$ cat src/rtl/prog_logic_eval_pkg.sv
// ============================================================================
// Module      : prog_logic_eval_pkg
// Description : Shared state encoding and default truth table for prog_logic_eval.
// Revision    : 1.0 - initial release
// ============================================================================
`default_nettype none

package prog_logic_eval_pkg;

    localparam logic [0:0] C_LOADING = 1'b0;
    localparam logic [0:0] C_READY   = 1'b1;

    // 4-input even-parity XNOR: bit k is 1 when k has an even number of ones
    localparam logic [15:0] C_DEFAULT_TT_4 = 16'h9669;

endpackage

`default_nettype wire

$ cat src/rtl/prog_logic_eval_tt_reg.sv
// ============================================================================
// Module      : tt_reg
// Description : Truth-table storage with single-bit write port and indexed read.
// Revision    : 1.0 - initial release
// ============================================================================
`default_nettype none

module tt_reg #(
    parameter int                   N_IN     = 4,
    parameter logic [(2**N_IN)-1:0] RESET_TT = '0
) (
    input  logic            clk,
    input  logic            reset,
    input  logic            we_i,
    input  logic [N_IN-1:0] waddr_i,
    input  logic            wbit_i,
    input  logic [N_IN-1:0] raddr_i,
    output logic            rbit_o
);

    logic [(2**N_IN)-1:0] table_q;

    always_ff @(posedge clk or posedge reset) begin
        if (reset) begin
            table_q <= RESET_TT;
        end else if (we_i) begin
            table_q[waddr_i] <= wbit_i;
        end
    end

    assign rbit_o = table_q[raddr_i];

endmodule

`default_nettype wire

$ cat src/rtl/prog_logic_eval.sv
// ============================================================================
// Module      : prog_logic_eval
// Description : Programmable N_IN-input logic function with serial table load.
// Revision    : 1.0 - initial release
// ============================================================================
`default_nettype none

module prog_logic_eval
    import prog_logic_eval_pkg::*;
#(
    parameter int                   N_IN     = 4,
    parameter logic [(2**N_IN)-1:0] RESET_TT = C_DEFAULT_TT_4
) (
    input  logic            clk,
    input  logic            reset,
    input  logic            load_start,
    input  logic            load_bit,
    input  logic            load_valid,
    output logic            load_ready,
    input  logic [N_IN-1:0] in_vec,
    input  logic            in_valid,
    output logic            Y,
    output logic            y_valid,
    output logic            tt_ok
);

    localparam int TT_W  = 2**N_IN;
    localparam int IDX_W = $clog2(TT_W);
    localparam logic [IDX_W-1:0] C_LAST_IDX = IDX_W'(TT_W - 1);

    logic [0:0]       state_q, state_d;
    logic [IDX_W-1:0] idx_q,   idx_d;
    logic             y_q,     y_d;
    logic             y_valid_q, y_valid_d;

    logic             w_we;
    logic             w_rd_bit;

    tt_reg #(
        .N_IN     (N_IN),
        .RESET_TT (RESET_TT)
    ) u_tt_reg (
        .clk     (clk),
        .reset   (reset),
        .we_i    (w_we),
        .waddr_i (idx_q),
        .wbit_i  (load_bit),
        .raddr_i (in_vec),
        .rbit_o  (w_rd_bit)
    );

    // load_start has priority over both loading and evaluation
    always_comb begin
        state_d   = state_q;
        idx_d     = idx_q;
        y_d       = y_q;
        y_valid_d = 1'b0;
        w_we      = 1'b0;

        if (load_start) begin
            state_d = C_LOADING;
            idx_d   = '0;
        end else if (state_q == C_LOADING) begin
            if (load_valid) begin
                w_we = 1'b1;
                if (idx_q == C_LAST_IDX) begin
                    state_d = C_READY;
                    idx_d   = '0;
                end else begin
                    idx_d = idx_q + 1'b1;
                end
            end
        end else if (in_valid) begin
            y_d       = w_rd_bit;
            y_valid_d = 1'b1;
        end
    end

    always_ff @(posedge clk or posedge reset) begin
        if (reset) begin
            state_q   <= C_READY;
            idx_q     <= '0;
            y_q       <= 1'b0;
            y_valid_q <= 1'b0;
        end else begin
            state_q   <= state_d;
            idx_q     <= idx_d;
            y_q       <= y_d;
            y_valid_q <= y_valid_d;
        end
    end

    assign load_ready = (state_q == C_LOADING);
    assign tt_ok      = (state_q == C_READY);
    assign Y          = y_q;
    assign y_valid    = y_valid_q;

endmodule

`default_nettype wire

$ cat config.mk
export PLATFORM = sky130hd
export DESIGN_NAME = prog_logic_eval
export DESIGN_NICKNAME = d
export VERILOG_FILES = /design/src/rtl/prog_logic_eval_pkg.sv /design/src/rtl/prog_logic_eval_tt_reg.sv /design/src/rtl/prog_logic_eval.sv
export SDC_FILE = /design/constraint.sdc
export NUM_CORES = 1
export LEC_CHECK = 0
export BUFFER_PORTS_ARGS = -buffer_cell sky130_fd_sc_hd__clkbuf_2
export CAP_MARGIN = 10
export CORE_ASPECT_RATIO = 0.7
export CORE_MARGIN = 1
export CORE_UTILIZATION = 50
export DETAILED_ROUTE_END_ITERATION = 6
export PLACE_DENSITY = 0.84
export SETUP_SLACK_MARGIN = 0.5
export SYNTH_ARGS = -nofsm -noshare
export SYNTH_HDL_FRONTEND = slang
export SYNTH_SLANG_ARGS = --single-unit
$ cat constraint.sdc
create_clock -name clk -period 1.4 [get_ports clk]
set_clock_uncertainty 0.15 [all_clocks]
set_input_delay 0.28 -clock clk [delete_from_list [all_inputs] [get_ports clk]]
set_output_delay 0.28 -clock clk [all_outputs]
set_load 0.01 [all_outputs]
==> impl_metrics.json <==
{
  "multi_input_area_sq_um": 808,
  "cts_tree": "done",
  "fin_area_sq_um": 1760,
  "crit_slowest_cell": "dfstp_2",
  "cts_made_buffers": 3,
  "cts_sinks": 23,
  "rows": 14,
  "syn_to_final_growth_pct": 40.9,
  "sw_frac_of_total": 0.272,
  "worstSkewPairLatency_ns": 0.32,
  "rsz0062_at_grt": "true",
  "yosysUniqueCellTypes": 31,
  "grt_max_degree": 24,
  "ant_nets": 0,
  "synth_nets": 120,
  "async_flop_share": 1.00,
  "ys.flop_type": "dfrtp_1",
  "switchingPower_uw": 356,
  "place_inst": 162,
  "pin_count": 14,
  "seqCellArea_sq_um": 592,
  "nets": 158,
  "stdcell_count": 175,
  "drt_iter0_markers": 64,
  "synthTopCellsByArea": "dfrtp_1, dfstp_2, mux2_2, nand2_1, ha_1",
  "hold_slack_ns": -0.192,
  "avgSynthCellArea_sq_um": 11.8,
  "crit_path_start_kind": "flip-flop",
  "place_area_sq_um": 1530,
  "crit_type": "reg2out",
  "worstPathRequired_ns": 0.97,
  "diodes": 0,
  "hp-class": "in2async",
  "h-tree-depth": 1,
  "route.vias.total": 976,
  "finalMaxSlewViolations": 0,
  "setup_viol": 20,
  "final_cell_mix": "buf_4, mux2_4, dfrtp_1, nand2_1",
  "timing.fmax_ghz": 0.623,
  "leakage_nw": 0.794,
  "ys_warn_count": 0,
  "critical-path-max-stage-delay_ns": 0.59,
  "violations": "hold timing, setup timing",
  "power_mw": 1.31,
  "max-vdd-ir-drop_mv": 0.731,
  "worst_slack_ns": -0.204,
  "drt_pass1_iterations": 4,
  "post-route-period-util": 1.15,
  "seq_power_share": 0.569,
  "gr-total-overflow": 0,
  "crit_chain": "inv_2, buf_6, buf_6",
  "synth-seq-cells": 23,
  "endpoint_kind": "output pin",
  "power.density_nw_per_um2": 742,
  "die_h_um": 43.8,
  "die_area_sq_um": 2710,
  "grt_usage": 0.269,
  "arrival_ns": 1.17,
  "routedWlPerCell_um": 18.0,
  "cts_root_buffer": "clkbuf_4",
  "synth_cells": 106,
  "clockBufferDepth": 2,
  "pwr-share-clk": 0.244,
  "critical_path.max_fanout": 4,
  "drv_cap": 0,
  "relSlewSlack": 0.798,
  "synth_seq_area_share": 0.469,
  "clk_pin_slew_ns": 0.13,
  "layout-drive-gt1-share": 0.692,
  "drc_errors": 0,
  "post-route-min-period_ns": 1.60,
  "synth_top_area_frac": 0.280,
  "portBuffers": 13,
  "syn_area_sq_um": 1250,
  "hold_viol": 14,
  "place.gp.congestion": 0.872,
  "grt_pass1_wl_mm": 5.02,
  "status": "finished, violations left",
  "comb_power_share": 0.187,
  "grt_pass1_vias": 987,
  "routed_wl_mm": 3.15,
  "layout_commonest_cell": "buf_4",
  "n_fill_cell": 140,
  "die_width_um": 61.8,
  "yosysTopAreaCell": "dfrtp_1",
  "tightestPinTransition_ns": 0.303,
  "p_int_uw": 951,
  "initial_utilization": 0.553,
  "synth_edf_count": 0,
  "vias_per_cell": 5.58,
  "timing.critical_path.mode_cell": "buf_6",
  "core_area_sq_um": 2260,
  "antenna_found_initial": 0,
  "dp_hpwl_mm": 2.08
}
-- power by group through the flow --
stage          clock network (mW)  logic (mW)  registers (mW)
5_1_grt                     0.338       0.264           0.748
4_1_cts                     0.315       0.229           0.740
6_report                    0.319       0.245           0.743
2_1_floorplan                   0       0.124           0.742
3_3_place_gp                    0       0.183           0.748
3_5_place_dp                    0       0.191           0.750
-- area by class of cell --
type / instances / area share
Sequential cell: 23 / 0.336
Inverter: 4 / 0.00852
Multi-Input combinational cell: 76 / 0.459
Timing Repair Buffer: 36 / 0.159
Clock buffer: 4 / 0.0149
Tap cell: 32 / 0.0227
-- synthesized netlist by cell type (4+ instances only) --
cell type	n
nand2_1	16
dfrtp_1	14
mux2_2	12
dfstp_2	9
nor2_1	6
a21oi_1	5
mux2i_1	5
ha_1	4
inv_1	4
-- final timing paths --
check	start	end	slack [ns]	depth (start not counted)
max reg2reg	idx_q[2]	u_tt_reg.table_q[4]	-0.14	4
min reg2reg	u_tt_reg.table_q[11]	u_tt_reg.table_q[11]	0.39	1
min in group clk	in_valid	y_valid	0.06	2
min	reset	u_tt_reg.table_q[11]	-0.19	3
max	tt_ok	load_ready	-0.20	3
max in group asynchronous	reset	u_tt_reg.table_q[15]	1.01	3
-- layer usage --
metal / vias up / track usage / share of wire
met5: - / 0 / 0
met4: 0 / 0.102 / 0.021
met3: 10 / 0.0806 / 0.047
met2: 26 / 0.419 / 0.49
met1: 493 / 0.351 / 0.45
li1: 447 / - / -
-- cell families (layout without fill, tap and decap cells) --
group	Yosys count	in the layout	synth area share
xor gates and xnor gates	1	1	0.00701
adders and majority gates	4	4	0.0400
buffers and inverters	7	44	0.0330
AOI/OAI and AO/OA	7	7	0.0300
and+or+nand+nor	41	41	0.194
DFF	23	23	0.469
muxes	23	23	0.226
-- stage by stage --
stage	setup TNS (ns)	worst slack, ns	utilization
final	-1.78	-0.204	0.780
after detailed placement	-1.22	-0.137	0.675
after global routing	-2.73	-0.235	0.780
after CTS	-1.29	-0.201	0.755
after global placement	-0.620	-0.0828	0.675
after floorplan	-0.239	-0.0417	-
-- repair_timing --
item                       4_1_cts  5_1_grt
setup endpoints to repair       27       27
resized for setup               21       15
setup buffers                    8        1
pin swaps                       16       14
hold endpoints to repair        14       14
-- critical path, delay by kind of cell, from the launching register on --
family | cells | cell delay, ns
DFF | 1 | 0.59
buffers and inverters | 3 | 0.27
-- flip-flops by register name, indices dropped and copies added (netlist names) --
name	cells
tt_ok	1
idx_q	4
y_valid	1
u_tt_reg.table_q	16
Y	1
Note: power is estimated with default switching activity, not from simulation.
